`src/rtl/serial_adder_pkg.sv`:
```
// serial_adder_pkg: shared definitions for the bit-serial adder.
//   sa_state_e   - sequencer state encoding (IDLE/RUN/DONE)
//   SA_WIDTH_DEF - default operand/sum width
package serial_adder_pkg;

  localparam int unsigned SA_WIDTH_DEF = 8;

  typedef enum logic [1:0] {
    IDLE = 2'd0,
    RUN  = 2'd1,
    DONE = 2'd2
  } sa_state_e;

endpackage

```
`src/rtl/adder_1_bit.sv`:
```
// adder_1_bit: single-bit full adder cell.
// Ports:
//   a, b      - operand bits
//   carry_in  - incoming carry
//   sum       - a ^ b ^ carry_in
//   carry_out - carry generated into the next bit
module adder_1_bit (
  input  logic a,
  input  logic b,
  input  logic carry_in,
  output logic sum,
  output logic carry_out
);

  assign sum       = a ^ b ^ carry_in;
  assign carry_out = (a & b) | (carry_in & (a ^ b));

endmodule

```
`src/rtl/serial_adder.sv`:
```
// serial_adder: bit-serial WIDTH-bit adder built on one adder_1_bit cell.
// Operands are captured in parallel on an accepted start and shifted LSB-first
// through the cell, one bit per clock; the carry is registered between bits.
// Ports:
//   clk, rst_n  - clock, synchronous active-low reset
//   start       - request an addition (honoured only in IDLE)
//   a, b, cin   - operands and initial carry, captured on acceptance
//   busy        - high in RUN and DONE
//   done        - one-cycle pulse, sum/cout valid from this cycle
//   sum, cout   - registered result and final carry, held until next completion
//   ovf         - signed overflow flag (only when SERIAL_ADDER_OVF_EN is defined)
module serial_adder
  import serial_adder_pkg::*;
#(
  parameter int unsigned WIDTH = SA_WIDTH_DEF
) (
  input  logic             clk,
  input  logic             rst_n,
  input  logic             start,
  input  logic [WIDTH-1:0] a,
  input  logic [WIDTH-1:0] b,
  input  logic             cin,
  output logic             busy,
  output logic             done,
  output logic [WIDTH-1:0] sum,
  output logic             cout
`ifdef SERIAL_ADDER_OVF_EN
  ,
  output logic             ovf
`endif
);

  localparam int unsigned CNT_W = $clog2(WIDTH);
  localparam logic [CNT_W-1:0] CNT_LAST = CNT_W'(WIDTH - 1);

  sa_state_e state_q, state_d;

  logic [WIDTH-1:0] a_sh_q;
  logic [WIDTH-1:0] b_sh_q;
  logic [WIDTH-1:0] result_q;
  logic [WIDTH-1:0] result_d;
  logic [WIDTH-1:0] sum_q;
  logic [CNT_W-1:0] cnt_q;
  logic             carry_q;
  logic             cout_q;
  logic             cell_sum;
  logic             cell_cout;
  logic             last_bit;

  adder_1_bit u_cell (a_sh_q[0], b_sh_q[0], carry_q, cell_sum, cell_cout);

  assign last_bit = (state_q == RUN) && (cnt_q == CNT_LAST);

  // Shift the whole result register right and drop the new bit into the MSB;
  // after WIDTH shifts the first (LSB) bit has reached position 0.
  always_comb begin
    result_d           = result_q >> 1;
    result_d[WIDTH-1]  = cell_sum;
  end

  // State register
  always_ff @(posedge clk) begin
    if (!rst_n) begin
      state_q <= IDLE;
    end else begin
      state_q <= state_d;
    end
  end

  // Next-state logic
  always_comb begin
    state_d = state_q;
    case (state_q)
      IDLE:    if (start) state_d = RUN;
      RUN:     if (last_bit) state_d = DONE;
      DONE:    state_d = IDLE;
      default: state_d = IDLE;
    endcase
  end

  // Output logic
  always_comb begin
    busy = (state_q == RUN) || (state_q == DONE);
    done = (state_q == DONE);
  end

  // Datapath: operand shifters, carry flop, bit counter, result capture
  always_ff @(posedge clk) begin
    if (!rst_n) begin
      a_sh_q   <= '0;
      b_sh_q   <= '0;
      result_q <= '0;
      sum_q    <= '0;
      cnt_q    <= '0;
      carry_q  <= 1'b0;
      cout_q   <= 1'b0;
    end else begin
      case (state_q)
        IDLE: begin
          if (start) begin
            a_sh_q   <= a;
            b_sh_q   <= b;
            carry_q  <= cin;
            cnt_q    <= '0;
            result_q <= '0;
          end
        end
        RUN: begin
          result_q <= result_d;
          carry_q  <= cell_cout;
          a_sh_q   <= a_sh_q >> 1;
          b_sh_q   <= b_sh_q >> 1;
          if (last_bit) begin
            // Counter parks at zero rather than stepping past WIDTH-1.
            cnt_q  <= '0;
            sum_q  <= result_d;
            cout_q <= cell_cout;
          end else begin
            cnt_q <= cnt_q + 1'b1;
          end
        end
        default: ;
      endcase
    end
  end

  assign sum  = sum_q;
  assign cout = cout_q;

`ifdef SERIAL_ADDER_OVF_EN
  logic ovf_q;

  // At the last bit carry_q is the carry into the MSB, cell_cout the carry out.
  always_ff @(posedge clk) begin
    if (!rst_n) begin
      ovf_q <= 1'b0;
    end else if (last_bit) begin
      ovf_q <= carry_q ^ cell_cout;
    end
  end

  assign ovf = ovf_q;
`endif

endmodule

```
`config.mk`:
```
export PLATFORM = sky130hd
export DESIGN_NAME = serial_adder
export DESIGN_NICKNAME = d
export VERILOG_FILES = /design/src/rtl/serial_adder_pkg.sv /design/src/rtl/adder_1_bit.sv /design/src/rtl/serial_adder.sv
export SDC_FILE = /design/constraint.sdc
export NUM_CORES = 1
export LEC_CHECK = 0
export CELL_PAD_IN_SITES_DETAIL_PLACEMENT = 0
export CELL_PAD_IN_SITES_GLOBAL_PLACEMENT = 1
export CORE_AREA = 4 4 69 71
export CTS_CLUSTER_DIAMETER = 200
export DETAILED_ROUTE_END_ITERATION = 12
export DIE_AREA = 0 0 73 75
export PLACE_DENSITY = 0.78
export SYNTH_ARGS = -nofsm -noshare
export SYNTH_HDL_FRONTEND = slang
export SYNTH_SLANG_ARGS = --single-unit
```
`constraint.sdc`:
```
create_clock -name clk -period 2.22 [get_ports clk]
set_input_delay 0.555 -clock clk [delete_from_list [all_inputs] [get_ports clk]]
set_output_delay 0.555 -clock clk [all_outputs]
set_load 0.01 [all_outputs]
```
==> impl_metrics.tcl, run 1 <==
set metrics [dict create \
    insertion_delay_ns 0.28 \
    fillerInstances 371 \
    numCtsBuffers 5 \
    period_minus_slack_ns 2.10 \
    slowest_delay_ns 0.54 \
    via_per_inst 5.26 \
    setup_viol 0 \
    cts_setup_buffers 0 \
    path_max_fanout 3 \
    p_int_mw 1.06 \
    synth_area_mm2 0.00170 \
    synth_xor_area_frac 0 \
    antenna_found_initial 0 \
    cp.depth 3 \
    top_layer_used "met4" \
    hold_viol 0 \
    critPathTopFamily "buffers and inverters" \
    hp-class "reg -> reg" \
    outcome "finished, final reports clean" \
    path_cells "inv_1 -> ha_1 -> clkdlybuf4s50_1" \
    worst_pin_slew_ns 0.469 \
    cts_root_buf "clkbuf_8" \
    cp.required_ns 1.66 \
    start_util 0.402 \
    ir_worst_vdd_mv 0.347 \
    r2r-start "state_q[1]" \
    grt_usage 0.129 \
    synth-edff-count 0 \
    synthMuxAreaShare 0.103 \
    crit_end "busy" \
    port_buffers 30 \
    synth-simple-area-share 0.158 \
    drive_above_1_share 0.0553 \
    async_reset_ff_frac 0 \
    cts_max_path_buffers 2 \
    dp_hpwl_um 2320 \
    core_mm2 0.00423 \
    critical_path_class "reg -> out" \
    ys_warn_count 0 \
    relSlewSlack 0.687 \
    synth_compound_area_frac 0.196 \
    drt_iter0_drc 119 \
    rsz0062_at_grt "false" \
    drv_cap 0 \
    drc 0 \
    cts_tree "done" \
    fin_tns_setup_ns 0 \
    synth_area_leader_cell "dfxtp_1" \
    synth_area_leaders "dfxtp_1 (45%), mux2i_1 (9.4%), o211a_1 (8.8%)" \
    drt-pass1-iter-count 4 \
    skew_ns 0.00207 \
    cp_num_buf_inv 2 \
    synth_top_area_share 0.447 \
    pre_cts_slack_ns 0.375 \
    power_frac_seq 0.527 \
    gp_congestion 0.752 \
    die_area_mm2 0.00548 \
    final_nets 225 \
    synth.distinct_cells 25 \
    seq_area_um2 761 \
    post-place-cells 244 \
    path_clk_slew_ns 0.07 \
    diodes 0 \
    io_pins 31 \
    finalWorstSetupSlack_ns 0.123 \
    grt_pass1_vias 1275 \
    wl_per_cell_um 13.3 \
    wirelength_um 3340 \
    netSwitchingPower_mw 0.355 \
    start_kind "flip-flop" \
    htree_levels 2 \
    postRouteAntennaNets 0 \
    rows 24 \
    rr_worst_depth 6 \
    postCtsHoldBufs 0 \
    fmax_ghz 0.477 \
    wl_met2_um 1600 \
    cp-end-kind "primary output" \
    avgSynthCellArea_um2 9.89 \
    grt_pass1_wl_um 5530 \
    grt_max_degree 39 \
    cp_slowest_cell "clkdlybuf4s50_1" \
    synth_top_family_by_area "compound AO/OA/AOI/OAI gates" \
    ctsResizeCount 0 \
    gr-total-overflow 0 \
    r2r_end "cnt_q[0]" \
    finalNonFillerCells 251 \
    finalCritPeriodShare 0.945 \
    synthTopCellsByCount "dfxtp_1 (38), nand2_1 (28), mux2i_1 (16)" \
    yosysMostFrequentCell "dfxtp_1" \
    area_growth_pct 23.4 \
    route.met3.wl_um 137 \
    clkPwrFrac 0.307 \
    power_density_mw_per_mm2 672 \
    ff2ff_setup_slack_ns 0.58 \
    synthesis.nets 198 \
    synth_ff_type "dfxtp_1" \
    dr_total_vias 1320 \
    die_width_um 73 \
    crit_start "state_q[0]" \
    switching_share 0.251 \
    combPwrFrac 0.166 \
    drv_slew 0 \
    drt-met1-wl_um 1540 \
    p_leak_nw 0.887 \
    ys_seq_elements 38 \
    synth_fa_ha_area_frac 0.0485 \
    synth_seq_area_share 0.447 \
    clkSinkCount 38 \
    die_height_um 75 \
    synth_cells 172 \
    multi_input_area_um2 860 \
    arrival_ns 1.54 \
]
-- worst min-delay path by stage --
stage | start | to | slack, ns | cells past startpoint
2_1_floorplan | b_sh_q[7] | b_sh_q[7] | 0.43 | 2
3_3_place_gp | a_sh_q[7] | a_sh_q[7] | 0.44 | 2
3_5_place_dp | a_sh_q[7] | a_sh_q[7] | 0.44 | 2
4_1_cts | a_sh_q[7] | a_sh_q[7] | 0.45 | 2
5_1_grt | a_sh_q[7] | a_sh_q[7] | 0.47 | 2
6_report | a_sh_q[7] | a_sh_q[7] | 0.45 | 2
-- state kept, by name (all words and copies together), names as in the netlist --
name / cells
state_q: 2
cout: 1
a_sh_q: 8
b_sh_q: 8
cnt_q: 3
sum: 8
carry_q: 1
result_q: 7
-- cells by family after synthesis --
logic type / after synthesis
compound gates: 39
fa+ha+maj: 6
buf+inv: 16
flops: 38
mux: 17
simple gates: 56
-- metrics by stage --
step	area (um2)	hold WS [ns]	power, mW	util
detailed placement	2020	0.445	0.996	0.478
global placement	2020	0.439	0.986	0.478
global route	2100	0.471	1.49	0.496
floorplan	1700	0.430	0.927	-
CTS	2100	0.454	1.43	0.496
finish	2100	0.452	1.41	0.496
-- tightest hold or removal path, cell delays in order (launching register included) --
cell and delay (ns):
dfxtp_1 0.31, nand2_1 0.05, a21boi_1 0.05
-- routing by layer --
layer,vias to the layer above,GRT usage
li1,664,-
met1,624,0.154
met2,26,0.214
met3,6,0.0347
met4,0,0.0615
met5,-,0
-- power groups by stage --
stage / logic [mW] / registers [mW] / clock network, mW
2_1_floorplan: 0.174 / 0.754 / 0
3_3_place_gp: 0.229 / 0.757 / 0
3_5_place_dp: 0.236 / 0.760 / 0
4_1_cts: 0.236 / 0.744 / 0.452
5_1_grt: 0.261 / 0.749 / 0.476
6_report: 0.234 / 0.744 / 0.433
-- cells in the final DEF (no fill, tap or decap), drive strengths merged --
cell type / count
dfxtp: 38
clkdlybuf4s50: 30
nand2: 29
mux2i: 16
o211a: 15
a21boi: 13
nor2b: 10
nand3: 10
a32oi: 8
clkbuf: 7
ha: 5
buf: 4
inv: 2
nand3b: 2
nand2b: 2
a21oi: 2
mux2: 1
o21ai: 1
nor2: 1
nor3b: 1
or3: 1
fa: 1
-- area by class of cell --
| cell class | instances | share of cell area |
|---|---|---|
| inverter | 2 | 0.00358 |
| tap | 52 | 0.0310 |
| multi-input combinational | 118 | 0.409 |
| clock buffer | 7 | 0.0364 |
| sequential | 38 | 0.362 |
| timing repair buffer | 34 | 0.157 |
Power figures use the tool's default switching activity.
==> run 2, diff against run 1 <==
Settings changed: CORE_AREA 4 4 69 71 to 4 4 72 74, DIE_AREA 0 0 73 75 to 0 0 76 78, PLACE_DENSITY 0.78 to 0.72.
Clock period 2.22 ns to 2.3 ns, I/O delays scaled along.
==> impl_metrics.tcl, run 2 (synthesis results as in run 1) <==
set metrics [dict create \
    outcome "finished, final reports clean" \
    wirelength_um 3300 \
    area_growth_pct 24.0 \
    holdPathStages 2 \
    grt_usage 0.115 \
    fillerInstances 433 \
    finalCritPeriodShare 0.908 \
    htree_levels 2 \
    via_per_inst 5.17 \
    final_common_cell "dfxtp_1" \
    ff2ff_setup_slack_ns 0.69 \
    drv_slew 0 \
    ctsResizeCount 0 \
    cp_num_buf_inv 2 \
    cp_slowest_cell "clkdlybuf4s50_1" \
    drv_cap 0 \
    clkSinkCount 38 \
    final_nets 226 \
    seq_area_um2 761 \
    hold_end "sum[3]" \
    drive_above_1_share 0.0600 \
    dr_total_vias 1313 \
    multi_input_area_um2 860 \
    die_area_mm2 0.00593 \
    period_minus_slack_ns 2.09 \
    core_mm2 0.00460 \
    r2r_end "cnt_q[0]" \
    diodes 0 \
    hold_viol 0 \
    drt_iter0_drc 64 \
    hp-start "sum[3]" \
    cts_tree "done" \
    relSlewSlack 0.697 \
    antenna_found_initial 0 \
    grt_pass1_vias 1234 \
    gp_congestion 0.740 \
    cp-end-kind "primary output" \
    power_density_mw_per_mm2 646 \
    utilization 0.459 \
    pre_cts_slack_ns 0.450 \
    fin_tns_setup_ns 0 \
    io_pins 31 \
    gr-total-overflow 0 \
    setup_viol 0 \
    drt-pass1-iter-count 4 \
    path_clk_slew_ns 0.07 \
    cts_setup_buffers 0 \
    cts_root_buf "clkbuf_8" \
    path_cells "inv_1 -> ha_1 -> clkdlybuf4s50_1" \
    ir_worst_vdd_mv 0.267 \
    finalWorstSetupSlack_ns 0.211 \
    path_max_fanout 3 \
    dp_hpwl_um 2390 \
    arrival_ns 1.51 \
    r2r-start "cnt_q[0]" \
    postCtsHoldBufs 0 \
    port_buffers 30 \
    fmax_ghz 0.479 \
    critical_path_class "reg -> out" \
    critPathTopFamily "buffers and inverters" \
    cp.required_ns 1.73 \
    numCtsBuffers 5 \
    worst_pin_slew_ns 0.454 \
    start_kind "flip-flop" \
    wl_per_cell_um 13.0 \
    postRouteAntennaNets 0 \
    rsz0062_at_grt "false" \
    grt_pass1_wl_um 5550 \
    drc 0 \
    grt_max_degree 34 \
    cts_max_path_buffers 2 \
    insertion_delay_ns 0.28 \
    rows 25 \
    mostFrequentLayoutCells "dfxtp_1 (38), clkdlybuf4s50_1 (30), nand2_1 (28), mux2i_1 (16), o211a_1 (15)" \
    die_width_um 76 \
    p_leak_nw 0.892 \
    start_util 0.370 \
    slowest_delay_ns 0.53 \
    die_height_um 78 \
    skew_ns 0.00639 \
    hp-class "reg -> reg" \
    rr_worst_depth 5 \
]
## run 2: where the power goes
group,leakage (nW),internal [mW],total (mW),switching [mW]
Sequential,0.310,0.696,0.718,0.0216
Combinational,0.543,0.117,0.228,0.111
Clock,0.0383,0.208,0.417,0.208
Total,0.892,1.02,1.36,0.341
## run 2: metrics by stage
step	power, mW	instance area, um2	hold WS [ns]	instances
2_1_floorplan	0.895	1700	0.430	172
3_3_place_gp	0.952	2030	0.442	247
3_5_place_dp	0.963	2030	0.446	247
4_1_cts	1.38	2110	0.455	254
5_1_grt	1.44	2110	0.470	254
6_report	1.36	2110	0.452	254
## run 2: worst max path at each step
stage	from	end	slack [ns]	cells after the start
3_3_place_gp	rst_n	sum[0]	0.48	3
6_report	state_q[1]	busy	0.21	3
2_1_floorplan	state_q[0]	a_sh_q[4]	0.87	5
5_1_grt	state_q[1]	busy	0.13	3
4_1_cts	state_q[1]	busy	0.18	3
3_5_place_dp	start	b_sh_q[1]	0.45	4
## run 2: routing by layer
layer  up-vias  wire [um]  share of wire  GRT usage
met4         0         51          0.015     0.0427
met5         -          0              0          0
met1       612       1460           0.44      0.135
met2        28       1660           0.50      0.194
met3         8        131          0.040     0.0348
li1        665          -              -          -
## run 2: worst min-delay path, stage by stage, from the launching register on
cell and delay [ns]:
dfxtp_1 0.31, nand2_1 0.05, a21boi_1 0.05
## run 2: final cells by class
class / count / area share
clock buffer: 7 / 0.0362
inverter: 2 / 0.00356
multi-input combinational: 118 / 0.407
sequential: 38 / 0.361
tap: 54 / 0.0320
timing repair buffer: 35 / 0.160
